[src/rtl/fault_capture_latch_pkg.sv]
// Shared widths and rail-index map for the power-sequencing fault path.
// Index order matches the fault-stage ordering used by the code converter.
package fault_capture_latch_pkg;

  localparam int FAULT_VEC_W = 255;
  localparam int IDX_W       = 8;
  localparam int CNT_W       = 4;

  localparam int RAIL_BMC        = 0;
  localparam int RAIL_PCH_P1V8   = 1;
  localparam int RAIL_PCH_P1V05  = 2;
  localparam int RAIL_PSU        = 3;
  localparam int RAIL_MAIN_VR    = 4;
  localparam int RAIL_VDDQ_0     = 5;
  localparam int RAIL_VDDQ_1     = 6;
  localparam int RAIL_VDDQ_2     = 7;
  localparam int RAIL_VDDQ_3     = 8;
  localparam int RAIL_CPU1_VCCIN = 9;
  localparam int RAIL_CPU1_VCCSA = 10;
  localparam int RAIL_CPU1_VCCIO = 11;
  localparam int RAIL_CPU1_VCCAN = 12;
  localparam int RAIL_CPU1_VDDQ  = 13;
  localparam int RAIL_CPU2_VCCIN = 14;
  localparam int RAIL_CPU2_VCCSA = 15;
  localparam int RAIL_CPU2_VCCAN = 16;
  localparam int RAIL_CPU2_VDDQ  = 17;
  localparam int RAIL_CPU2_VCCIO = 18;

endpackage

[src/rtl/fault_rail_filter.sv]
// One rail: saturating bad-sample counter plus sticky fault bit.
// oSet flags the cycle this rail newly latches (already masked by clear).
module fault_rail_filter
  import fault_capture_latch_pkg::*;
#(
  parameter int FILT_CNT = 3
) (
  input  logic iClk,
  input  logic iRst,
  input  logic iClr,
  input  logic iCE,
  input  logic iBad,
  output logic oSet,
  output logic oFault
);

  localparam logic [CNT_W-1:0] LP_FILT = CNT_W'(FILT_CNT);

  logic [CNT_W-1:0] r_cnt;
  logic [CNT_W-1:0] w_cnt_nxt;
  logic             r_fault;
  logic             w_reach;

  always_comb begin
    w_cnt_nxt = '0;
    if (iBad) begin
      w_cnt_nxt = (r_cnt >= LP_FILT) ? LP_FILT : r_cnt + 1'b1;
    end
  end

  assign w_reach = iCE & iBad & ~r_fault
                 & (w_cnt_nxt == LP_FILT);
  assign oSet    = w_reach & ~iClr;
  assign oFault  = r_fault;

  always_ff @(posedge iClk) begin
    if (iRst || iClr) begin
      r_cnt   <= '0;
      r_fault <= 1'b0;
    end else if (iCE) begin
      r_cnt <= w_cnt_nxt;
      if (w_reach) begin
        r_fault <= 1'b1;
      end
    end
  end

endmodule

[src/rtl/fault_capture_latch.sv]
// Per-rail fault qualifier with sticky vector, first-fault record
// and registered fault count for BMC/LED reporting.
module fault_capture_latch
  import fault_capture_latch_pkg::*;
#(
  parameter int NUM_RAILS = 19,
  parameter int FILT_CNT  = 3
) (
  input  logic                   iClk,
  input  logic                   iRst,
  input  logic [NUM_RAILS-1:0]   iPwrgd,
  input  logic [NUM_RAILS-1:0]   iRailEn,
  input  logic                   iSampleCE,
  input  logic                   iClrFault,
  output logic [FAULT_VEC_W-1:0] oFaultVec,
  output logic                   oAnyFault,
  output logic                   oFaultEvent,
  output logic                   oFirstValid,
  output logic [IDX_W-1:0]       oFirstIdx,
  output logic [IDX_W-1:0]       oFaultCnt
);

  logic [NUM_RAILS-1:0] w_bad;
  logic [NUM_RAILS-1:0] w_set;
  logic [NUM_RAILS-1:0] w_fault;
  logic [IDX_W-1:0]     w_first_idx;
  logic [IDX_W-1:0]     w_pop;

  logic                 r_event;
  logic                 r_first_valid;
  logic [IDX_W-1:0]     r_first_idx;
  logic [IDX_W-1:0]     r_cnt;

  assign w_bad = iRailEn & ~iPwrgd;

  for (genvar g = 0; g < NUM_RAILS; g++) begin : g_rail
    fault_rail_filter #(
      .FILT_CNT (FILT_CNT)
    ) u_filt (
      .iClk   (iClk),
      .iRst   (iRst),
      .iClr   (iClrFault),
      .iCE    (iSampleCE),
      .iBad   (w_bad[g]),
      .oSet   (w_set[g]),
      .oFault (w_fault[g])
    );
  end

  // Scan downward so the lowest setting index wins.
  always_comb begin
    w_first_idx = '0;
    for (int i = NUM_RAILS - 1; i >= 0; i--) begin
      if (w_set[i]) begin
        w_first_idx = IDX_W'(i);
      end
    end
  end

  always_comb begin
    w_pop = '0;
    for (int i = 0; i < NUM_RAILS; i++) begin
      w_pop = w_pop + IDX_W'(w_fault[i]);
    end
  end

  always_ff @(posedge iClk) begin
    if (iRst) begin
      r_event       <= 1'b0;
      r_first_valid <= 1'b0;
      r_first_idx   <= '0;
      r_cnt         <= '0;
    end else begin
      r_event <= |w_set;
      r_cnt   <= w_pop;
      if (iClrFault) begin
        r_first_valid <= 1'b0;
        r_first_idx   <= '0;
      end else if (!r_first_valid && |w_set) begin
        r_first_valid <= 1'b1;
        r_first_idx   <= w_first_idx;
      end
    end
  end

  always_comb begin
    oFaultVec                = '0;
    oFaultVec[NUM_RAILS-1:0] = w_fault;
  end

  assign oAnyFault   = |w_fault;
  assign oFaultEvent = r_event;
  assign oFirstValid = r_first_valid;
  assign oFirstIdx   = r_first_idx;
  assign oFaultCnt   = r_cnt;

endmodule

[config.mk]
export PLATFORM = sky130hd
export DESIGN_NAME = fault_capture_latch
export DESIGN_NICKNAME = d
export VERILOG_FILES = /design/src/rtl/fault_capture_latch_pkg.sv /design/src/rtl/fault_rail_filter.sv /design/src/rtl/fault_capture_latch.sv
export SDC_FILE = /design/constraint.sdc
export NUM_CORES = 1
export LEC_CHECK = 0
export BUFFER_PORTS_ARGS = -buffer_cell sky130_fd_sc_hd__buf_4
export CORE_MARGIN = 3
export CORE_UTILIZATION = 52
export DETAILED_ROUTE_END_ITERATION = 8
export PLACE_DENSITY_LB_ADDON = 0.3
export SETUP_SLACK_MARGIN = 0.3
export SKIP_LAST_GASP = 1
export SLEW_MARGIN = 20
export SYNTH_ARGS = -nofsm -noshare
export SYNTH_HDL_FRONTEND = slang
export SYNTH_HIERARCHICAL = 1
export SYNTH_SLANG_ARGS = --single-unit
[constraint.sdc]
create_clock -name iClk -period 12.8 [get_ports iClk]
set_clock_uncertainty 0.2 [all_clocks]
set_input_delay 1.92 -clock iClk [delete_from_list [all_inputs] [get_ports iClk]]
set_output_delay 1.92 -clock iClk [all_outputs]
set_load 0.03 [all_outputs]
Yosys cells after proc, flatten, opt, wreduce, memory -nomap -nowiden
Index checks and enable logic that the tools add are counted.
- register bits: 113
- input port bits: 42
- output and inout port bits: 274
- word-level logic and storage cells: 297
- $add $sub $neg: 37
- order comparisons: 19
- equality and inequality tests: 19
- multiplexer cells: 57
- bitwise operators: 98
- reduce and logical (&&, ||, !) cells: 25
- operator list (operator ; number):
    2-to-1 mux 4 bit ; 38
    2-to-1 mux 8 bit ; 18
    adder 8 x 1 -> 8 bit ; 11
    adder 4 x 1 -> 4 bit (second input constant) ; 19
    bitwise AND 1 bit ; 76
    equality test 4 x 2 -> 1 bit (second input constant) ; 19
    greater-or-equal comparator 4 x 2 -> 1 bit (second input constant) ; 19
    AND reduction 2 bit ; 19
    OR reduction 19 bit ; 2
    NOT 1 bit ; 20
    bitwise AND 19 bit ; 1
    NOT 19 bit ; 1
    adder 7 x 1 -> 8 bit ; 1
    adder 6 x 1 -> 7 bit ; 1
    adder 5 x 1 -> 6 bit ; 1
    adder 4 x 1 -> 5 bit ; 1
    2-to-1 mux 5 bit ; 1
    adder 3 x 1 -> 4 bit ; 1
    adder 2 x 1 -> 3 bit ; 1
    adder 1 x 1 -> 2 bit ; 1
    OR reduction 2 bit ; 1
    logical AND 1 bit ; 1
    logical NOT 1 bit ; 1
    logical OR 1 bit ; 1

Longest topological paths before layout
Gate-level depths: netlist of run 1.
- depth after elaboration: 25
- mapped depth: 14
- depth with buffers taken out: 14

By module
The synthesis of run 1 kept the hierarchy.
- modules (own cells, without submodules) (module ; times used ; cells each ; area each (µm²) ; seq. area each (µm²)):
    fault_rail_filter ; 19 ; 22 ; 216.5 ; 100.1
    fault_capture_latch ; 1 ; 394 ; 3079.2 ; 240.2

Worst setup path after synthesis of run 1
No wires, ideal clock.
- kind: reg-to-reg
- from: register g_rail[11].u_filt.r_fault
- to: register r_cnt[4], in the netlist oFaultCnt[4]
- library setup time: 0.114 ns
- arrival time: 4.286 ns
- required time: 12.486 ns
- slack: 8.200 ns
- cell stages (with the launch flop): 15
- buffers on the path: 0
- clock period less this slack: 4.600 ns
- path through: dfxtp_1 inv_1 fa_1 inv_1 fa_1 inv_1 fa_1 fa_1 fa_1 inv_1 fa_1 fa_1 a21o_1 a21oi_1 nor2_1
- word-level cells in the longest chain between the ends: 8
- ends and longest elaborated chain (item ; line ; source):
    start: declaration ; fault_rail_filter.sv:21 ; logic r_fault;
    start signal: assignment ; fault_rail_filter.sv:39 ; r_fault <= 1'b0;
    start signal: assignment ; fault_rail_filter.sv:43 ; r_fault <= 1'b1;
    adder 8 x 1 -> 8 bit (8 in a row) ; fault_capture_latch.sv:63 ; w_pop = w_pop + IDX_W'(w_fault[i]);
    end signal: assignment ; fault_capture_latch.sv:75 ; r_cnt <= w_pop;
    end: declaration ; fault_capture_latch.sv:32 ; logic [IDX_W-1:0] r_cnt;
No other way between the ends.
A chain may end at the register's enable or synchronous reset.

Final worst setup path of run 1
- from: register g_rail[13].u_filt.r_fault
- to: register r_cnt[4], in the netlist oFaultCnt[4]
- word-level cells in the longest chain between the ends: 6
- ends and longest elaborated chain (item ; line):
    start: declaration ; fault_rail_filter.sv:21
    start signal: assignment ; fault_rail_filter.sv:39
    start signal: assignment ; fault_rail_filter.sv:43
    adder 8 x 1 -> 8 bit (6 in a row) ; fault_capture_latch.sv:63
No other way between the ends.

==> results.py, run 1 <==
metrics = {
    "pwr": {
        "power.share.clock_pct": 35.5,
        "p_leak_nw": 3.420,
        "vdd.ir_drop.worst_mv": 0.05402,
        "pwr_density_cell_nw_per_um2": 99.57,
        "power_report.internal_total_mw": 0.4846,
        "comb_power_share_pct": 18.6,
        "power_mw": 0.7310,
        "power_switching_share_pct": 33.70,
        "p_sw_mw": 0.2464,
        "power_frac_seq_pct": 45.9,
    },
    "placement": {
        "pre_cts_ws_ns": 7.921,
        "place_hpwl_mm": 10.16,
        "port_buffers": 73,
        "place_congestion": 0.8498,
        "placed_cells": 1062,
    },
    "timing": {
        "slew_viol_final": 0,
        "report.final.setup_viol": 0,
        "max_freq_mhz": 213.1,
        "rsz0062_at_grt": "no",
        "measured_slew_at_the_worst_slew_check_pin_ns": 0.7600,
        "totalNegativeSetupSlack_ns": 0,
        "hold_violations": 0,
        "period_needed_ns": 4.694,
        "layout_worst_path_cycle_share_pct": 36.67,
        "setup_slack_ns": 8.106,
        "timing.max_slew.rel_slack_pct": 49.33,
    },
    "critical_path": {
        "timing.reg2reg.setup_slack_ns": 8.11,
        "arrival_ns": 4.70,
        "worstReg2RegStart": "g_rail[13].u_filt/oFault$_SDFFE_PP0P_",
        "reg2reg_to": "oFaultCnt[4]$_SDFF_PP0_",
        "worst_ep_required_time_ns": 12.81,
        "worst_path_max_fanout": 5,
        "worstSetupPathType": "reg2reg",
        "reg2regPathDepth": 14,
        "timing.critical_path.to_type": "flip-flop",
        "timing.critical_path.from_type": "flip-flop",
    },
    "clock_network": {
        "clock_sinks": 107,
        "number_of_buffers_created_by_cts": 9,
        "clkTransAtPathRegs_ns": 0.07,
        "tritoncts": "built",
        "worst_case_clock_buffer_depth": 2,
        "count_of_instances_resized_after_the_clock_tree_is_built": 0,
        "htree_levels": 3,
        "clkLatencyLatePin_ns": 0.35,
        "post_cts_buffers": 0,
        "root_buffer": "sky130_fd_sc_hd__clkbuf_16",
        "post_cts_hold_buffer_count": 0,
    },
    "route": {
        "vias": 4991,
        "vias_per_cell": 4.630,
        "ant_nets": 0,
        "first_pass_iters": 4,
        "post_drt_wl_per_cell_um": 12.39,
        "first_iter_violations": 186,
        "postRouteWirelength_mm": 13.35,
        "drc": 0,
    },
    "synthesis": {
        "syn_area_per_cell_um2": 8.857,
        "postSynthCellCount": 812,
        "yosys.area.top_type_share_pct": 29.78,
        "number_of_synthesized_register_bits": 107,
        "syn_area_um2": 7192,
        "yosysSeqAreaShare_pct": 29.78,
        "synth_warnings": 6,
        "synth-async-reset-ratio_pct": 0,
        "post_synth_main_area_contributors": "sky130_fd_sc_hd__dfxtp_1, sky130_fd_sc_hd__buf_4, sky130_fd_sc_hd__ha_1",
        "synth.distinct_cells": 41,
        "main_synth_ff_type": "sky130_fd_sc_hd__dfxtp_1",
        "synth_edf_count": 0,
        "most_area_hungry_cell_type_in_the_yosys_netlist": "sky130_fd_sc_hd__dfxtp_1",
    },
    "cells_and_area": {
        "stdcell_count": 1078,
        "drive_above_1_share_pct": 12.86,
        "antenna_cells_inserted": 0,
        "nNetsFinal": 979,
        "post-route-util_pct": 54.79,
        "layout_area_overhead_pct": 2.088,
    },
    "run_status": {
        "run_status": "completed",
    },
    "floorplan": {
        "die_w_um": 123.6,
        "ioPinCount": 316,
        "core_footprint_um2": 13400,
        "row_count": 42,
        "dieHeight_um": 123.6,
        "initial_utilization_pct": 53.67,
        "die_ar_um2": 15280,
    },
    "global_routing": {
        "global_route.usage.met3_pct": 2.589,
        "grtUsageMet1_pct": 21.08,
        "globalRouteTotalUtil_pct": 16.77,
        "grt_pass1_vias": 4261,
        "global_route_wire_length_before_repair_mm": 20.43,
        "grt_remaining_overflow": 0,
        "grt_start_max_net_pins": 66,
        "antenna_found_initial": 0,
        "use_met2_pct": 28.62,
        "grt.busiest_layer": "met2",
    },
    "worst_hold_path": {
        "hp-class": "reg2reg",
        "hold_path_end": "g_rail[9].u_filt/r_cnt[3]$_SDFFE_PP0P_",
        "min-delay-start": "g_rail[9].u_filt/r_cnt[3]$_SDFFE_PP0P_",
        "holdPathStages": 1,
    },
    "flow_run": {
        "maxCapViolCount": 0,
    },
}
critical path, cell delays in order, from the launching register on:
cell,delay (ns)
sky130_fd_sc_hd__dfxtp_1,0.49
sky130_fd_sc_hd__inv_1,0.10
sky130_fd_sc_hd__fa_1,0.51
sky130_fd_sc_hd__inv_1,0.05
sky130_fd_sc_hd__fa_1,0.47
sky130_fd_sc_hd__inv_1,0.05
sky130_fd_sc_hd__fa_1,0.50
sky130_fd_sc_hd__fa_1,0.43
sky130_fd_sc_hd__fa_1,0.49
sky130_fd_sc_hd__inv_1,0.05
sky130_fd_sc_hd__fa_1,0.40
sky130_fd_sc_hd__fa_1,0.42
sky130_fd_sc_hd__a21o_1,0.19
sky130_fd_sc_hd__a21oi_1,0.16
sky130_fd_sc_hd__nor2_1,0.06
through the flow:
step	hold slack, ns	instance area (um2)
5_1_grt	0.3121	7342
3_3_place_gp	0.2857	7063
2_1_floorplan	0.2713	8097
3_5_place_dp	0.2887	7063
4_1_cts	0.2988	7342
6_report	0.2945	7342
cells in the mapped netlist, types with 2 or more instances:
cell and number:
sky130_fd_sc_hd__and2_1 19, sky130_fd_sc_hd__or4_1 3, sky130_fd_sc_hd__o22ai_1 19, sky130_fd_sc_hd__nand2_1 21, sky130_fd_sc_hd__o21ai_0 3, sky130_fd_sc_hd__a21oi_1 44
sky130_fd_sc_hd__and2b_1 19, sky130_fd_sc_hd__nor3b_2 19, sky130_fd_sc_hd__and3_1 2, sky130_fd_sc_hd__dfxtp_1 107, sky130_fd_sc_hd__nor2b_1 23, sky130_fd_sc_hd__ha_1 27
sky130_fd_sc_hd__a31oi_1 2, sky130_fd_sc_hd__fa_1 13, sky130_fd_sc_hd__o21a_1 38, sky130_fd_sc_hd__o41ai_1 2, sky130_fd_sc_hd__nand3_1 2, sky130_fd_sc_hd__inv_1 49
sky130_fd_sc_hd__nand2b_1 19, sky130_fd_sc_hd__nor3_1 24, sky130_fd_sc_hd__nor2_1 33, sky130_fd_sc_hd__o31ai_1 2, sky130_fd_sc_hd__a21o_1 2, sky130_fd_sc_hd__buf_4 242
sky130_fd_sc_hd__nor4_1 25, sky130_fd_sc_hd__nor4b_1 38
kinds of logic (layout without fill, tap and decap cells):
logic type,count (synthesis),count (layout),share of synthesized area [%]
buf+inv,291,140,27.82
fa+ha+maj,40,40,8.316
compound gates,117,117,10.30
xor+xnor,2,2,0.2436
simple gates,254,254,23.49
other cells,1,242,0.05214
flops,107,107,29.78
sequential cells by signal, indices dropped and copies added (netlist names):
| register | count |
|---|---|
| oFaultCnt | 5 |
| g_rail.u_filt/r_cnt | 76 |
| g_rail.u_filt/oFault | 19 |
| oFirstIdx | 5 |
| oFaultEvent | 1 |
| oFirstValid | 1 |
metal layers:
layer	vias to the layer above	wire length (um)	part of all wire [%]
met5	-	0	0
met4	0	244	1.8
met3	19	850	6.4
met2	186	6567	49
met1	2317	5689	43
li1	2469	-	-
cell type report:
cell class | count | area [um2]
Tap cell | 176 | 220.2
Clock inverter | 7 | 53.80
Sequential cell | 107 | 2142
Inverter | 49 | 183.9
Timing Repair Buffer | 75 | 563.0
Multi-Input combinational cell | 655 | 3954
Clock buffer | 9 | 225.2
Fill cell | 1285 | 6058
layout by cell type (no fill, tap or decap), drive strengths merged, types with 2 or more instances in the layout:
cell      instances
inv              50
nand2b           19
a21o              3
nand3             2
nor3             24
fa               13
nand2            21
clkinv            3
buf              75
and2             20
nor2             33
clkinvlp          3
or4               4
o21a             38
and2b            19
nor3b            20
a31oi             2
nor2b            23
and3              2
o21ai             4
o31ai             2
clkbuf            9
nor4             25
o22ai            19
conb            242
o41ai             2
a21oi            44
ha               27
dfxtp           107
nor4b            39
power groups by stage:
stage | sequential, mW | clock (mW) | combinational (mW)
5_1_grt | 0.336 | 0.276 | 0.147
3_5_place_dp | 0.344 | 0 | 0.134
3_3_place_gp | 0.343 | 0 | 0.134
2_1_floorplan | 0.344 | 0 | 0.165
6_report | 0.336 | 0.260 | 0.136
4_1_cts | 0.336 | 0.266 | 0.134
how the worst max path moves through the flow:
stage | start | end | slack [ns] | depth (start not counted)
after global routing | g_rail[13].u_filt/oFault$_SDFFE_PP0P_ | oFaultCnt[4]$_SDFF_PP0_ | 7.87 | 14
final | g_rail[13].u_filt/oFault$_SDFFE_PP0P_ | oFaultCnt[4]$_SDFF_PP0_ | 8.11 | 14
after global placement | iSampleCE | oFirstIdx[0]$_SDFFE_PP0P_ | 7.96 | 10
after CTS | g_rail[13].u_filt/oFault$_SDFFE_PP0P_ | oFaultCnt[4]$_SDFF_PP0_ | 8.09 | 14
after floorplan | g_rail[11].u_filt/oFault$_SDFFE_PP0P_ | oFaultCnt[4]$_SDFF_PP0_ | 8.20 | 14
after detailed placement | iSampleCE | oFirstIdx[0]$_SDFFE_PP0P_ | 7.92 | 10
No activity file was read; power rests on OpenSTA's default activity.
==> run 2, diff against run 1 <==
--- a/config.mk
+++ b/config.mk
@@ -7,7 +7,7 @@
 export LEC_CHECK = 0
 export BUFFER_PORTS_ARGS = -buffer_cell sky130_fd_sc_hd__buf_4
 export CORE_MARGIN = 3
-export CORE_UTILIZATION = 52
+export CORE_UTILIZATION = 44
 export DETAILED_ROUTE_END_ITERATION = 8
 export PLACE_DENSITY_LB_ADDON = 0.3
 export SETUP_SLACK_MARGIN = 0.3
==> constraint.sdc (replaced) <==
create_clock -name iClk -period 4 [get_ports iClk]
set_clock_uncertainty 0.2 [all_clocks]
set_input_delay 0.6 -clock iClk [delete_from_list [all_inputs] [get_ports iClk]]
set_output_delay 0.6 -clock iClk [all_outputs]
set_load 0.03 [all_outputs]
==> results.py, run 2 (same netlist as run 1, synthesis figures left out) <==
metrics = {
    "critical_path": {
        "worstSetupPathType": "reg2reg",
        "worstReg2RegStart": "g_rail[11].u_filt/oFault$_SDFFE_PP0P_",
        "cp_cell_sequence": "inv_2, fa_1, inv_2, fa_1, inv_1, fa_1, fa_1, fa_1, inv_1, fa_2, fa_2, a21o_1, a21oi_1, nor2_1",
        "reg2regPathDepth": 14,
        "timing.critical_path.to_type": "flip-flop",
        "timing.reg2reg.setup_slack_ns": -0.30,
        "reg2reg_to": "oFaultCnt[4]$_SDFF_PP0_",
        "worst_ep_required_time_ns": 4.01,
        "cpMostUsedCell": "sky130_fd_sc_hd__fa_1",
        "worst_path_max_fanout": 2,
        "timing.critical_path.max_delay_family": "adder cells",
        "critical-path-slowest-cell": "sky130_fd_sc_hd__fa_1",
        "critical_path_buf_inv_count": 4,
        "arrival_ns": 4.31,
        "timing.critical_path.from_type": "flip-flop",
        "critical-path-max-stage-delay_ns": 0.55,
    },
    "pwr": {
        "pwr_density_cell_nw_per_um2": 318.1,
        "power_mw": 2.429,
        "vdd.ir_drop.worst_mv": 0.1586,
        "p_leak_nw": 3.552,
    },
    "route": {
        "post_drt_wl_per_cell_um": 12.06,
        "vias": 5069,
        "vias_per_cell": 4.458,
        "dr.max_layer_used": "met4",
        "met3_length_um": 882,
        "wl_met1_mm": 5.952,
        "route.met2.wl_mm": 6.610,
        "drc": 0,
        "ant_nets": 0,
        "postRouteWirelength_mm": 13.71,
        "first_pass_iters": 4,
        "first_iter_violations": 173,
    },
    "floorplan": {
        "die_ar_um2": 17920,
        "die_w_um": 133.9,
        "core_footprint_um2": 15940,
        "row_count": 46,
        "initial_utilization_pct": 45.11,
        "ioPinCount": 316,
        "dieHeight_um": 133.9,
    },
    "run_status": {
        "failing_checks": "negative setup slack",
        "run_status": "finished, violations left",
    },
    "clock_network": {
        "clkLatencyLatePin_ns": 0.35,
        "root_buffer": "sky130_fd_sc_hd__clkbuf_16",
        "number_of_buffers_created_by_cts": 9,
        "worst_case_clock_buffer_depth": 2,
        "clkTransAtPathRegs_ns": 0.07,
        "tritoncts": "built",
        "htree_levels": 3,
        "clock_sinks": 107,
    },
    "timing": {
        "measured_slew_at_the_worst_slew_check_pin_ns": 0.7583,
        "hold-worst-slack_ns": 0.2963,
        "period_needed_ns": 4.299,
        "setup_slack_ns": -0.2994,
        "hold_violations": 0,
        "slew_viol_final": 0,
        "rsz0062_at_grt": "yes",
        "timing.max_slew.rel_slack_pct": 49.45,
        "layout_worst_path_cycle_share_pct": 107.5,
        "report.final.setup_viol": 4,
        "max_freq_mhz": 232.6,
    },
    "cells_and_area": {
        "mostFrequentLayoutCell": "sky130_fd_sc_hd__conb_1",
        "layout_area_overhead_pct": 6.176,
        "stdcell_count": 1137,
        "top_register": "g_rail.u_filt/r_cnt",
        "most_frequent_cells_in_the_layout": "sky130_fd_sc_hd__conb_1, sky130_fd_sc_hd__dfxtp_1, sky130_fd_sc_hd__buf_4",
        "multiInputGateArea_um2": 3970,
        "max_reg_flops": 76,
        "antenna_cells_inserted": 0,
        "register_cell_area_after_layout_um2": 2168,
        "nNetsFinal": 999,
        "drive_above_1_share_pct": 15.96,
        "fillCellCount": 1546,
    },
    "worst_hold_path": {
        "hold_path_end": "g_rail[13].u_filt/r_cnt[3]$_SDFFE_PP0P_",
        "holdPathStages": 1,
        "min-delay-start": "g_rail[13].u_filt/r_cnt[3]$_SDFFE_PP0P_",
        "hp-class": "reg2reg",
    },
    "placement": {
        "place_congestion": 0.8213,
        "place_hpwl_mm": 10.58,
        "pre_cts_ws_ns": -0.3083,
        "placed_cells": 1121,
        "port_buffers": 73,
    },
    "global_routing": {
        "grt_pass1_vias": 4438,
        "global_route_wire_length_before_repair_mm": 21.42,
        "grt_start_max_net_pins": 66,
        "globalRouteTotalUtil_pct": 14.69,
        "antenna_found_initial": 0,
        "grt_remaining_overflow": 0,
    },
    "flow_run": {
        "maxCapViolCount": 0,
    },
}
[run 2: layer usage]
| layer | GRT usage, % | up-vias |
|---|---|---|
| li1 | - | 2512 |
| met1 | 18.84 | 2349 |
| met2 | 24.54 | 187 |
| met3 | 3.113 | 21 |
| met4 | 5.200 | 0 |
| met5 | 0 | - |
[run 2: how the worst max path moves through the flow]
stage	start	endpoint	slack, ns	depth (start not counted)
3_5_place_dp	g_rail[11].u_filt/oFault$_SDFFE_PP0P_	oFaultCnt[4]$_SDFF_PP0_	-0.31	14
2_1_floorplan	g_rail[11].u_filt/oFault$_SDFFE_PP0P_	oFaultCnt[4]$_SDFF_PP0_	-0.28	14
4_1_cts	g_rail[11].u_filt/oFault$_SDFFE_PP0P_	oFaultCnt[4]$_SDFF_PP0_	-0.32	14
3_3_place_gp	g_rail[11].u_filt/oFault$_SDFFE_PP0P_	oFaultCnt[4]$_SDFF_PP0_	-0.27	14
5_1_grt	g_rail[11].u_filt/oFault$_SDFFE_PP0P_	oFaultCnt[4]$_SDFF_PP0_	-0.46	14
6_report	g_rail[11].u_filt/oFault$_SDFFE_PP0P_	oFaultCnt[4]$_SDFF_PP0_	-0.30	14
[run 2: power breakdown]
part | leakage [nW] | internal, mW | switching, mW
Combinational | 2.54 | 0.0608 | 0.379
Sequential | 0.869 | 1.07 | 0.00459
Clock | 0.148 | 0.538 | 0.380
[run 2: cell type report]
type / count / area share (%)
inverters: 49 / 2.409
flip-flops and latches: 107 / 28.40
well taps: 216 / 3.539
clock buffers: 14 / 3.605
multi-input cells: 655 / 51.99
repair buffers: 95 / 9.667
clock inverters: 1 / 0.3932
[run 2: repair_timing]
| item | CTS | global route |
|---|---|---|
| resized for setup | 1 | 1 |
| pin swaps | 0 | 2 |
| endpoints found under the setup margin | 5 | 5 |
| buffers inserted | 0 | 1 |
| hold buffers | 0 | 0 |
[run 2: stage by stage]
step                      setup TNS, ns  area (um2)  utilization (%)
after floorplan                 -0.6776        8132                -
after global placement          -0.7452        7316            45.89
after detailed placement        -0.9044        7316            45.89
after CTS                       -0.9332        7629            47.85
after global routing             -1.677        7636            47.90
final                            -1.011        7636            47.90
